[src/rtl/imgproc_ctrl.sv]
// rtl/imgproc_ctrl.sv - command sequencer launching and tracking one image frame pass
// Optional idle-write watchdog is compiled in when IMGPROC_TIMEOUT_EN is defined.
module imgproc_ctrl #(
    parameter int WIDTH   = 320,
    parameter int HEIGHT  = 320,
    parameter int TIMEOUT = 1024
) (
    input  logic       clk,
    input  logic       rst_n,
    input  logic [3:0] cmd,
    input  logic [7:0] cmd_data,
    input  logic       cmd_valid,
    output logic       cmd_ack,
    input  logic       wr_strobe,
    output logic       start,
    output logic       abort,
    output logic [7:0] mode,
    output logic       busy,
    output logic       refresh,
    output logic       error
);

    localparam int N  = WIDTH * HEIGHT;
    localparam int CW = (N > 1) ? $clog2(N) : 1;
    localparam logic [CW-1:0] LAST = CW'(N - 1);

    localparam logic [3:0] OP_NOP      = 4'd0;
    localparam logic [3:0] OP_SET_MODE = 4'd1;
    localparam logic [3:0] OP_START    = 4'd2;
    localparam logic [3:0] OP_ABORT    = 4'd3;
    localparam logic [3:0] OP_CLR_ERR  = 4'd4;

    typedef enum logic [1:0] {
        S_IDLE = 2'd0,
        S_RUN  = 2'd1,
        S_DONE = 2'd2
    } state_t;

    state_t          state_q, state_d;
    logic            armed_q, armed_d;
    logic [CW-1:0]   count_q, count_d;
    logic            ack_q, ack_d;
    logic            start_q, start_d;
    logic            abort_q, abort_d;
    logic [7:0]      mode_q, mode_d;
    logic            busy_q, busy_d;
    logic            refresh_q, refresh_d;
    logic            error_q, error_d;

    logic            accept;
    logic            set_err;
    logic            clr_err;
    logic            do_start;
    logic            do_abort;
    logic            frame_end;

`ifdef IMGPROC_TIMEOUT_EN
    localparam int TW = $clog2(TIMEOUT + 1);
    logic [TW-1:0]   idle_q, idle_d;
    logic            timed_out;

    always_comb begin
        idle_d    = '0;
        timed_out = 1'b0;
        if (state_q == S_RUN && !wr_strobe) begin
            idle_d    = idle_q + TW'(1);
            timed_out = (idle_q == TW'(TIMEOUT - 1));
        end
    end

    always_ff @(posedge clk or negedge rst_n) begin
        if (!rst_n) idle_q <= '0;
        else        idle_q <= idle_d;
    end
`endif

    always_comb begin
        state_d   = state_q;
        count_d   = count_q;
        ack_d     = 1'b0;
        start_d   = 1'b0;
        abort_d   = 1'b0;
        refresh_d = 1'b0;
        mode_d    = mode_q;
        error_d   = error_q;
        set_err   = 1'b0;
        clr_err   = 1'b0;
        do_start  = 1'b0;
        do_abort  = 1'b0;
        frame_end = 1'b0;

        // DONE holds off acceptance so the pending command is taken once back in IDLE
        accept  = cmd_valid && armed_q && (state_q != S_DONE);
        armed_d = cmd_valid ? (armed_q && !accept) : 1'b1;

        if (accept) begin
            ack_d = 1'b1;
            case (cmd)
                OP_NOP:      ;
                OP_SET_MODE: if (state_q == S_RUN) set_err = 1'b1;
                             else mode_d = cmd_data;
                OP_START:    if (state_q == S_RUN) set_err = 1'b1;
                             else do_start = 1'b1;
                OP_ABORT:    do_abort = (state_q == S_RUN);
                OP_CLR_ERR:  clr_err = 1'b1;
                default:     set_err = 1'b1;
            endcase
        end

        case (state_q)
            S_IDLE: begin
                if (do_start) begin
                    state_d = S_RUN;
                    count_d = '0;
                    start_d = 1'b1;
                end
            end
            S_RUN: begin
                frame_end = wr_strobe && (count_q == LAST);
                if (wr_strobe && !frame_end) count_d = count_q + CW'(1);
                // completion takes priority over a same-edge abort
                if (frame_end) begin
                    state_d   = S_DONE;
                    refresh_d = 1'b1;
                end else if (do_abort) begin
                    state_d = S_IDLE;
                    abort_d = 1'b1;
`ifdef IMGPROC_TIMEOUT_EN
                end else if (timed_out) begin
                    state_d = S_IDLE;
                    abort_d = 1'b1;
                    set_err = 1'b1;
`endif
                end
            end
            S_DONE:  state_d = S_IDLE;
            default: state_d = S_IDLE;
        endcase

        if (set_err)      error_d = 1'b1;
        else if (clr_err) error_d = 1'b0;

        busy_d = (state_d == S_RUN);
    end

    always_ff @(posedge clk or negedge rst_n) begin
        if (!rst_n) begin
            state_q   <= S_IDLE;
            armed_q   <= 1'b1;
            count_q   <= '0;
            ack_q     <= 1'b0;
            start_q   <= 1'b0;
            abort_q   <= 1'b0;
            mode_q    <= 8'h00;
            busy_q    <= 1'b0;
            refresh_q <= 1'b0;
            error_q   <= 1'b0;
        end else begin
            state_q   <= state_d;
            armed_q   <= armed_d;
            count_q   <= count_d;
            ack_q     <= ack_d;
            start_q   <= start_d;
            abort_q   <= abort_d;
            mode_q    <= mode_d;
            busy_q    <= busy_d;
            refresh_q <= refresh_d;
            error_q   <= error_d;
        end
    end

    assign cmd_ack = ack_q;
    assign start   = start_q;
    assign abort   = abort_q;
    assign mode    = mode_q;
    assign busy    = busy_q;
    assign refresh = refresh_q;
    assign error   = error_q;

endmodule
[config.mk]
export PLATFORM = sky130hd
export DESIGN_NAME = imgproc_ctrl
export DESIGN_NICKNAME = d
export VERILOG_FILES = /design/src/rtl/imgproc_ctrl.sv
export SDC_FILE = /design/constraint.sdc
export NUM_CORES = 1
export LEC_CHECK = 0
export CORE_ASPECT_RATIO = 1.1
export CORE_MARGIN = 4
export CORE_UTILIZATION = 45
export DETAILED_ROUTE_END_ITERATION = 10
export PLACE_DENSITY = 0.7
export SLEW_MARGIN = 20
export SYNTH_ARGS = -nofsm -noshare
export SYNTH_HDL_FRONTEND = slang
export SYNTH_SLANG_ARGS = --single-unit
[constraint.sdc]
create_clock -name clk -period 4.9 [get_ports clk]
set_input_delay 1.225 -clock clk [delete_from_list [all_inputs] [get_ports clk]]
set_output_delay 1.225 -clock clk [all_outputs]
set_load 0.01 [all_outputs]
# [Word level (Yosys, flattened, before mapping)]
# Index checks and enable logic that the tools add are counted.
# Widths: inputs -> output; s select.
[totals] register_bits=34 output_inout_bits=14 input_bits=16 word_cells=65
[classes] mux=28 n_bitwise=1 addsub=1 n_reduce_logical=15 n_eq_ne=10
[ops] cell="$mux 17" n=2
[ops] cell="$pmux 17 s2" n=1
[ops] cell="$mux 1" n=20
[ops] cell="$add 17x1->17 const B" n=1
[ops] cell="$eq 17x17->1 const B" n=1
[ops] cell="$eq 4x2->1 const B" n=2
[ops] cell="$mux 2" n=3
[ops] cell="$reduce_and 3->1" n=2
[ops] cell="$logic_and 1x1->1" n=5
[ops] cell="$eq 2x1->1 const B" n=2
[ops] cell="$eq 4x1->1 const B" n=1
[ops] cell="$eq 4x3->1 const B" n=1
[ops] cell="$logic_not 4->1" n=1
[ops] cell="$ne 2x2->1 const B" n=2
[ops] cell="$pmux 2 s2" n=1
[ops] cell="$reduce_bool 2->1" n=2
[ops] cell="$reduce_or 3->1" n=1
[ops] cell="$logic_not 1->1" n=2
[ops] cell="$logic_not 2->1" n=1
[ops] cell="$ne 2x1->1 const B" n=1
[ops] cell="$pmux 1 s2" n=1
[ops] cell="$reduce_or 2->1" n=1
[ops] cell="$not 1->1" n=1

# [Longest topological paths before layout]
# Gate-level depths: netlist of run 1.
[depth] ltp_word=7 depth_mapped=7 mapped_depth_nobuf=5

# [Worst setup path after synthesis of run 1]
# No wires, ideal clock.
[synth_path] path_kind="input port to flip-flop" from="input port cmd[1]" to="register mode_q[0] (netlist: mode[0])" path_buffers=1 t_arrival_ns=2.117 t_required_ns=4.775 path_stages=4 path_slack_ns=2.658 setup_ns=0.125 path_cell_list="nor4_1 -> and3_1 -> buf_2 -> mux2_2"
[synth_via] elab_chain_len=2
[synth_rtl] item="from (decl)" line="10" source="input logic [3:0] cmd,"
[synth_rtl] item="$eq 4x1->1" line="98" source="case (cmd)"
[synth_rtl] item="$reduce_and 3->1 (no source line)"
[synth_rtl] item="to (signal assigned)" line="165" source="mode_q <= mode_d;"
[synth_rtl] item="to (decl)" line="45" source="logic [7:0] mode_q, mode_d;"
# No other way between the ends.
# A chain may end at the register's enable or synchronous reset.

# [Worst setup path after layout of run 1]
[layout_path] from="input port cmd[1]" to="register count_q[3]"
[layout_via] elab_chain_len=5
[layout_rtl] item="$eq 4x2->1" line="98"
[layout_rtl] item="$mux 1" line="98"
[layout_rtl] item="$mux 1" line="96" source="if (accept) begin"
[layout_rtl] item="$ne 2x2->1 (no source line)"
[layout_rtl] item="$reduce_and 3->1 (no source line)"
[layout_rtl] item="to (signal assigned)" line="161" source="count_q <= count_d;"
[layout_rtl] item="to (decl)" line="41" source="logic [CW-1:0] count_q, count_d;"
# No other way between the ends.

==> results of run 1 <==
sequential cells by signal, indices dropped and copies added, names as in the netlist:
signal / count
count_q: 17
mode: 8
state_q: 2
abort: 1
armed_q: 1
busy: 1
cmd_ack: 1
error: 1
refresh: 1
start: 1
area by class of cell:
cell class	count	area (sq um)
Tap cell	50	62.6
Clock inverter	2	12.5
Timing Repair Buffer	30	298
Sequential cell	34	852
Inverter	12	45.0
Fill cell	308	1560
Clock buffer	6	82.6
Multi-Input combinational cell	115	797
report_power, final:
part           internal (uW)  switching [uW]  total [uW]
Clock                    113            98.3         211
Combinational            116             117         233
Sequential               346            69.9         416
per-layer routing:
layer | global-route usage | part of all wire | up-vias | wire length, microns
met5 | 0 | 0 | - | 0
met4 | 0.0901 | 0.012 | 0 | 45
met3 | 0.0459 | 0.10 | 6 | 382
met2 | 0.269 | 0.48 | 81 | 1840
met1 | 0.221 | 0.41 | 696 | 1560
li1 | - | - | 689 | -
worst max-delay path by stage:
stage / endpoint / slack (ns) / cells past startpoint
floorplan: mode[0] / 2.66 / 4
global placement: mode[1] / 1.91 / 5
detailed placement: mode[5] / 1.90 / 5
CTS: mode[5] / 2.20 / 5
global route: count_q[5] / 2.07 / 4
finish: count_q[3] / 2.18 / 5
cells in the mapped netlist (3+ instances only):
cell type,number
sky130_fd_sc_hd__and3_1,6
sky130_fd_sc_hd__dfrtp_1,33
sky130_fd_sc_hd__nor2_1,5
sky130_fd_sc_hd__mux2_2,8
sky130_fd_sc_hd__buf_6,3
sky130_fd_sc_hd__inv_1,12
sky130_fd_sc_hd__nand2_1,17
sky130_fd_sc_hd__and4_1,6
sky130_fd_sc_hd__a31oi_1,9
sky130_fd_sc_hd__o21ai_1,3
sky130_fd_sc_hd__nor4_1,4
sky130_fd_sc_hd__nand3_1,5
sky130_fd_sc_hd__nand4_1,7
sky130_fd_sc_hd__o21ai_0,4
sky130_fd_sc_hd__o211ai_1,7
per-stage QoR:
step,cell area (sq um),setup WS [ns]
2_1_floorplan,1760,2.66
3_3_place_gp,2050,1.91
5_1_grt,2150,2.07
6_report,2150,2.18
3_5_place_dp,2050,1.90
4_1_cts,2150,2.20
logic make-up after synthesis:
kind of cell               Yosys count  synth area share
buffers and inverters               20            0.0612
adders and majority gates            1           0.00712
and+or+nand+nor                     64             0.221
xor gates and xnor gates             2           0.00997
muxes                               10            0.0627
AOI/OAI and AO/OA                   38             0.153
DFF                                 34             0.485
worst max-delay path, stage by stage:
cell                              delay, ns
sky130_fd_sc_hd__clkdlybuf4s50_1       0.53
sky130_fd_sc_hd__nor3b_1               0.39
sky130_fd_sc_hd__nand4_4               0.23
sky130_fd_sc_hd__o21ai_2               0.30
sky130_fd_sc_hd__a31oi_1               0.18
==> results.yml, run 1 <==
synth:
  post_synth_num_cell_types: 46
  async_flop_share: 1.00
  synth_seq_area_share: 0.485
  yosysWarnings: 0
  number_of_synthesized_flops_with_an_enable_pin: 0
  syn-mean-instance-area_sq_um: 10.4
  ys_ff_latch: 34
  synthesis.area_sq_mm: 0.00176
  postSynthNetCount: 186
  library_cell_with_the_largest_summed_area_after_synthesis: "sky130_fd_sc_hd__dfrtp_1"
  fraction_of_synthesized_cell_area_taken_by_the_top_area_cell_type: 0.470
  synthTopCellsByArea: "sky130_fd_sc_hd__dfrtp_1 (47%), sky130_fd_sc_hd__mux2_2 (5.1%), sky130_fd_sc_hd__nand2_1 (3.6%)"
  synth_flop_cell: "sky130_fd_sc_hd__dfrtp_1"
  synthesis.instances: 169
layout:
  final_cells: 249
  synthesis_to_layout_area_growth_pct: 22.4
  fin_nets: 215
  commonest_cells_after_routing_fill_and_taps_aside: "sky130_fd_sc_hd__dfrtp_1 (33), sky130_fd_sc_hd__clkdlybuf4s50_1 (29), sky130_fd_sc_hd__nand2_1 (17)"
  layout_commonest_cell: "sky130_fd_sc_hd__dfrtp_1"
  final_util: 0.579
  antenna_cells_inserted: 0
  final_layout_size_suffix_gt1_frac: 0.121
floorplan:
  row_count: 23
  floorplan.io_pins: 30
  floorplan.die.width_microns: 67.6
  die-height_microns: 73.5
  initial_core_util: 0.473
  die_ar_sq_mm: 0.00497
  core_area_sq_mm: 0.00371
timing:
  final.min_clock_period_ns: 2.72
  fmax_ghz: 0.367
  clock_skew_ns: 0.00369
  report.final.setup_viol: 0
  total_neg_setup_slack_ns: 0
  finalCritPeriodShare: 0.556
  slew_viol_final: 0
  tightestPinTransition_ns: 0.608
  grt_setup_unrepaired: "no"
  slew_headroom: 0.595
  hold_ws_ns: 0.512
  hold_viol: 0
outcome:
  outcome: "complete, no violations"
global_route:
  grt_first_pass_wirelength_microns: 6510
  number_of_global_route_vias_before_repair: 1425
  pin_count_of_the_biggest_net_entering_global_routing: 35
  grt.total_usage: 0.174
  grt_overflow: 0
  grt_antenna_before_repair: 0
route:
  vias: 1472
  drt_drc_violations_left: 0
  routed_wirelength_microns: 3830
  wire_per_inst_microns: 15.4
  detail_route.iter0.violations: 84
  detail_route.first_pass.iterations: 4
  post_drt_via_cell_ratio: 5.91
  antenna_left: 0
placed_design:
  finalWeightedCongestion: 0.857
  placed_cells: 241
  place_hpwl_microns: 2720
  buffer_ports.inserted: 29
clock_network:
  cts.sinks: 34
  cts-htree-levels: 2
  path_clk_slew_ns: 0.07
  clock_buffers_created_by_tritoncts: 5
  post-cts-setup-buffer-count: 0
  worst_skew_pair.late_latency_ns: 0.28
  cts.path.max_buffers: 2
  cts_tree: "yes"
  cts_root_buf: "sky130_fd_sc_hd__clkbuf_8"
  post_cts_repair_resize_count: 0
  ctsHoldBuffers: 0
worst_setup_path:
  critPathRequiredTime_ns: 5.03
  setup.worst_path.start: "cmd[1]"
  setup.worst_path.end_class: "flip-flop"
  ff2ff_path_depth: 5
  crit_arrival_ns: 2.85
  cp-start-kind: "input port"
  r2r_slack_ns: 2.58
  largest_fanout_on_the_critical_path: 13
  crit-reg2reg-launch: "count_q[0]"
  reg_to_reg_critical_path_endpoint: "count_q[2]"
  worst-setup-path-type: "in -> reg"
power:
  power-per-cell-area_mw_per_mm2: 400
  max_vdd_drop_mv: 0.269
  power.leakage_uw: 0.000915
  finalPower_uw: 860
min_path:
  min_path_type: "reg -> reg"
  capture_endpoint_of_the_worst_hold_path: "count_q[12]"
  hp-start: "count_q[12]"
  number_of_cells_on_the_worst_hold_path: 1
flow_run:
  cap_viol_max_count: 0
No activity file was read; power rests on OpenSTA's default activity.
==> run 2, diff against run 1 <==
==> constraint.sdc (replaced) <==
create_clock -name clk -period 2.6 [get_ports clk]
set_input_delay 0.65 -clock clk [delete_from_list [all_inputs] [get_ports clk]]
set_output_delay 0.65 -clock clk [all_outputs]
set_load 0.01 [all_outputs]
==> results.yml, run 2 (synthesized netlist as in run 1, its figures left out) <==
worst_setup_path:
  setup.worst_path.end_class: "flip-flop"
  r2r_slack_ns: 0.47
  ff2ff_path_depth: 5
  reg_to_reg_critical_path_endpoint: "count_q[6]"
  crit_path_frequent_cell: "sky130_fd_sc_hd__and4_1"
  path_buf_inv: 0
  cp-start-kind: "flip-flop"
  largest_fanout_on_the_critical_path: 13
  critical_path.top_delay_family: "compound AO/OA/AOI/OAI gates"
  crit_arrival_ns: 2.26
  crit-reg2reg-launch: "count_q[0]"
  slowest_cell_delay_on_critical_path_ns: 0.54
  worst-setup-path-type: "reg -> reg"
  critPathRequiredTime_ns: 2.73
  critical_path.cell_chain: "ha_1, and4_1, and4_1, o21ai_2, a31oi_1"
  cpMaxStageDelayCell: "sky130_fd_sc_hd__o21ai_2"
layout:
  antenna_cells_inserted: 0
  synthesis_to_layout_area_growth_pct: 27.4
  fillerInstances: 309
  commonest_cells_after_routing_fill_and_taps_aside: "sky130_fd_sc_hd__dfrtp_1 (33), sky130_fd_sc_hd__clkdlybuf4s50_1 (29), sky130_fd_sc_hd__nand2_1 (17)"
  registers.top_by_ff_count: "count_q"
  layout_commonest_cell: "sky130_fd_sc_hd__dfrtp_1"
  largest_register_ff_count: 17
  final_cells: 255
  fin_nets: 221
  final_layout_size_suffix_gt1_frac: 0.146
timing:
  report.final.setup_viol: 0
  tightestPinTransition_ns: 0.607
  slew_headroom: 0.595
  worst_slack_ns: 0.472
  clock_skew_ns: 0.00586
  hold_viol: 0
  final.min_clock_period_ns: 2.13
  finalCritPeriodShare: 0.818
  fmax_ghz: 0.470
  total_neg_setup_slack_ns: 0
  slew_viol_final: 0
  grt_setup_unrepaired: "no"
route:
  detail_route.first_pass.iterations: 4
  drt-met1-wl_microns: 1610
  detail_route.iter0.violations: 128
  wl_met3_microns: 347
  wire_per_inst_microns: 15.1
  drt_drc_violations_left: 0
  antenna_left: 0
  routed-wl-met2_microns: 1800
  vias: 1476
  post_drt_via_cell_ratio: 5.79
  top_layer_used: "met4"
  routed_wirelength_microns: 3850
clock_network:
  worst_skew_pair.late_latency_ns: 0.28
  cts.sinks: 34
  clock_buffers_created_by_tritoncts: 5
  path_clk_slew_ns: 0.07
  cts_root_buf: "sky130_fd_sc_hd__clkbuf_8"
  post_cts_repair_resize_count: 0
  ctsHoldBuffers: 0
  cts-htree-levels: 2
  cts_tree: "yes"
  post-cts-setup-buffer-count: 0
  cts.path.max_buffers: 2
global_route:
  grt.total_usage: 0.178
  grt_overflow: 0
  grt_first_pass_wirelength_microns: 6710
  number_of_global_route_vias_before_repair: 1485
  pin_count_of_the_biggest_net_entering_global_routing: 35
  grt_antenna_before_repair: 0
floorplan:
  core_area_sq_mm: 0.00371
  initial_core_util: 0.473
  die-height_microns: 73.5
  row_count: 23
  floorplan.io_pins: 30
  die_ar_sq_mm: 0.00497
  floorplan.die.width_microns: 67.6
min_path:
  hp-start: "mode[7]"
  number_of_cells_on_the_worst_hold_path: 1
  capture_endpoint_of_the_worst_hold_path: "mode[7]"
  min_path_type: "reg -> reg"
flow_run:
  cap_viol_max_count: 0
power:
  power-per-cell-area_mw_per_mm2: 809
  power.leakage_uw: 0.000964
  max_vdd_drop_mv: 0.456
  finalPower_uw: 1810
placed_design:
  placed_cells: 247
  place_hpwl_microns: 2810
  buffer_ports.inserted: 29
  finalWeightedCongestion: 0.842
  dpl_worst_slack_ns: 0.206
outcome:
  outcome: "complete, no violations"
## run 2: cell count changes in the layout (fill, tap and decap cells not counted), sizes merged
cell	change
buf	+6
bufinv	+2
clkbuf	-1
clkinvlp	-1
## run 2: worst max path at each step
stage	from	endpoint	slack, ns	cells past startpoint
after global placement	cmd_valid	mode[6]	0.26	5
after global routing	count_q[0]	count_q[2]	0.30	5
final	count_q[0]	count_q[6]	0.47	5
after detailed placement	cmd_valid	mode[3]	0.21	5
after floorplan	count_q[0]	count_q[16]	0.89	7
after CTS	count_q[0]	count_q[3]	0.47	5
## run 2: layout make-up
type | instances | area (sq um) | share of cell area
timing repair buffer | 36 | 343 | 0.153
clock inverter | 3 | 68.8 | 0.0308
multi-input combinational | 115 | 797 | 0.356
clock buffer | 5 | 68.8 | 0.0308
tap | 50 | 62.6 | 0.0280
sequential | 34 | 852 | 0.381
inverter | 12 | 45.0 | 0.0201
## run 2: power by group
group,total (uW),switching [uW],internal [uW],leakage [uW]
sequential,779,127,652,0.000440
combinational,454,224,230,0.000455
clock,577,193,384,0.0000683
## run 2: layer usage
metal	global-route usage	vias up
met3	0.0474	11
met4	0.0811	0
met5	0	-
met1	0.220	695
li1	-	705
met2	0.288	65
## run 2: per-stage QoR
step / util / cell area [sq um] / hold slack, ns
2_1_floorplan: - / 1760 / 0.354
3_3_place_gp: 0.566 / 2100 / 0.483
3_5_place_dp: 0.566 / 2100 / 0.494
4_1_cts: 0.603 / 2240 / 0.504
5_1_grt: 0.603 / 2240 / 0.532
6_report: 0.603 / 2240 / 0.506
==> edit: new RTL, flow settings as in run 2 <==
Encoding of `state_t`: now one-hot (3 bits for 3 states).
--- a/src/rtl/imgproc_ctrl.sv
+++ b/src/rtl/imgproc_ctrl.sv
@@ -30,10 +30,10 @@
     localparam logic [3:0] OP_ABORT    = 4'd3;
     localparam logic [3:0] OP_CLR_ERR  = 4'd4;
 
-    typedef enum logic [1:0] {
-        S_IDLE = 2'd0,
-        S_RUN  = 2'd1,
-        S_DONE = 2'd2
+    typedef enum logic [2:0] {
+        S_IDLE = 3'b001,
+        S_RUN  = 3'b010,
+        S_DONE = 3'b100
     } state_t;
 
     state_t          state_q, state_d;
Function: no difference found for any inputs over 10 cycles, from zero or initial values and one cycle with rst_n low; not proved beyond that.
==> edit against run 2 <==
Sequential share of layout area is 0.78 points higher. Worst setup slack gained 2.1 ps. Sequential cell count increased by 1. Final area up 1.0%. Area after synthesis increased by 3.3%. Final cell count is 0.39% lower. Register-to-register slack better by 190 ps. Wire length down 1.1%. Core utilization down 0.32 points. Count of clock-buffer cells in the layout grew 2.
Power is not compared: it rests on default switching activity, and its combinational part moved more than twofold at a synthesized area within 25%.
==> edit: results (changes against run 2) <==
----------------------------------------------------
[Critical path]
  Endpoint of the lowest-slack register-to-register path ... count_q[9] (was count_q[6])
  Maximum fanout along the worst path ... 11 (was 13)
  Worst setup path endpoint ... count_q[13] (was count_q[6])
  Arrival time of the worst setup path ... 2320 ps (was 2260 ps)

[Outcome]
  Result of the run ... finished, final reports clean (unchanged)

[Cells and area]
  Area occupied by registers ... 878.3 um2 (was 852.1 um2)
  Signal buf overhead ... 14.17% (was 15.32%)
  Multi-Input Combinational ... 123 (was 115)
  ClkCell Share ... 3.599% (was 6.152%)
  Non-clock inverter total of the final layout ... 5 (was 12)
  Number of non-filler instances in the completed layout ... 254 (was 255)
  Post-layout net count ... 220 (was 221)
  Buffers excl. clock ... 33 (was 36)
  Layout clock buffers ... 7 (was 5)
  Share of cell area taken by multi-input logic gates ... 39.76% (was 35.63%)

[Drt]
  Detailed router's first-iteration violation count ... 70 (was 128)
  Mean routed wirelength per cell ... 14.99 um (was 15.09 um)
  Detailed-route via count ... 1509 (was 1476)

[Global routing]
  Global routing usage summed across all routing layers ... 15.87% (was 17.80%)
  Vias in the first global route ... 1433 (was 1485)
  Maximum number of pins on one net before global-route repair ... 36 (was 35)

[STA]
  Post-route clock skew ... 4.859 ps (was 5.863 ps)
  Worst-margin pin slew ... 849.7 ps (was 607.0 ps)
  Worst setup margin ... 474.0 ps (was 471.9 ps)

[Yosys]
  Share of synthesized cell area in full adder, half adder and majority cells ... 0.6897% (was 0.7123%)
  Cell types occupying the most area after synthesis ... sky130_fd_sc_hd__dfrtp_1 (46%), sky130_fd_sc_hd__mux2_2 (5.0%), sky130_fd_sc_hd__nand2_1 (3.7%) (was sky130_fd_sc_hd__dfrtp_1 (47%), sky130_fd_sc_hd__mux2_2 (5.1%), sky130_fd_sc_hd__nand2_1 (3.6%))
  Commonest cells post-synth ... sky130_fd_sc_hd__dfrtp_1 (33), sky130_fd_sc_hd__nand2_1 (18), sky130_fd_sc_hd__nand3_1 (11), sky130_fd_sc_hd__a21oi_1 (9), sky130_fd_sc_hd__mux2_2 (8) (was sky130_fd_sc_hd__dfrtp_1 (33), sky130_fd_sc_hd__nand2_1 (17), sky130_fd_sc_hd__inv_1 (12), sky130_fd_sc_hd__a31oi_1 (9), sky130_fd_sc_hd__mux2_2 (8))
  Multiplexer area fraction after synthesis ... 8.276% (was 6.268%)
  Synthesized-area fraction occupied by ao, oa, aoi and oai cells ... 14.14% (was 15.31%)
  Per-instance average area after synthesis ... 10.93 um2 (was 10.39 um2)

[Placed design]
  DP Worst Slack ... 225.1 ps (was 206.0 ps)
  Final estimated routing congestion in global placement ... 0.8595 (was 0.8420)
  Post-DP HPWL ... 2845 um (was 2811 um)
  Number of placed instances, taps included ... 246 (was 247)
  DP Area ... 2178 um2 (was 2100 um2)

[CTS]
  CTS sink count ... 35 (was 34)

[Floorplanning]
  Area of the die ... 5113 um2 (was 4968 um2)

----------------------------------------------------
[edit: cell types whose count changed after synthesis, moves of 4 or more]
cell / before / now
sky130_fd_sc_hd__and4_1: 6 / 0
sky130_fd_sc_hd__a21oi_1: 1 / 9
sky130_fd_sc_hd__or4_1: 1 / 5
sky130_fd_sc_hd__o211ai_1: 7 / 1
sky130_fd_sc_hd__inv_1: 12 / 4
sky130_fd_sc_hd__mux2i_1: 2 / 6
sky130_fd_sc_hd__o31ai_1: 2 / 7
sky130_fd_sc_hd__nand3_1: 5 / 11
sky130_fd_sc_hd__a31oi_1: 9 / 0
[edit: how the worst min path moves through the flow]
| stage | start | endpoint | slack [ps] | cells past startpoint |
|---|---|---|---|---|
| final | armed_q | armed_q | 480 | 2 |
| after global routing | armed_q | armed_q | 500 | 2 |
| after CTS | armed_q | armed_q | 480 | 2 |
| after detailed placement | armed_q | armed_q | 470 | 2 |
| after global placement | armed_q | armed_q | 460 | 2 |
| after floorplan | rst_n | abort | 350 | 0 |
[edit: where the power goes]
part | internal [W] | switching [W] | total [W]
clock | 0.000188 | 0.000169 | 0.000357
sequential | 0.000581 | 0.0000221 | 0.000603
combinational | 0.0000946 | 0.0000566 | 0.000151
total | 0.000863 | 0.000248 | 0.00111
[edit: worst max-delay path, stage by stage]
cell                              delay [ps]
sky130_fd_sc_hd__clkdlybuf4s50_1         520
sky130_fd_sc_hd__and4bb_2                420
sky130_fd_sc_hd__nand3_1                 140
sky130_fd_sc_hd__or4_1                   420
sky130_fd_sc_hd__a21oi_1                 170
[edit: layer usage]
layer | track usage, % | vias to the layer above | wire length, um
met5 | 0 | - | 0
met4 | 4.636 | 0 | 0
met3 | 4.381 | 0 | 254
met2 | 25.66 | 53 | 1897
met1 | 20.70 | 738 | 1655
li1 | - | 718 | -
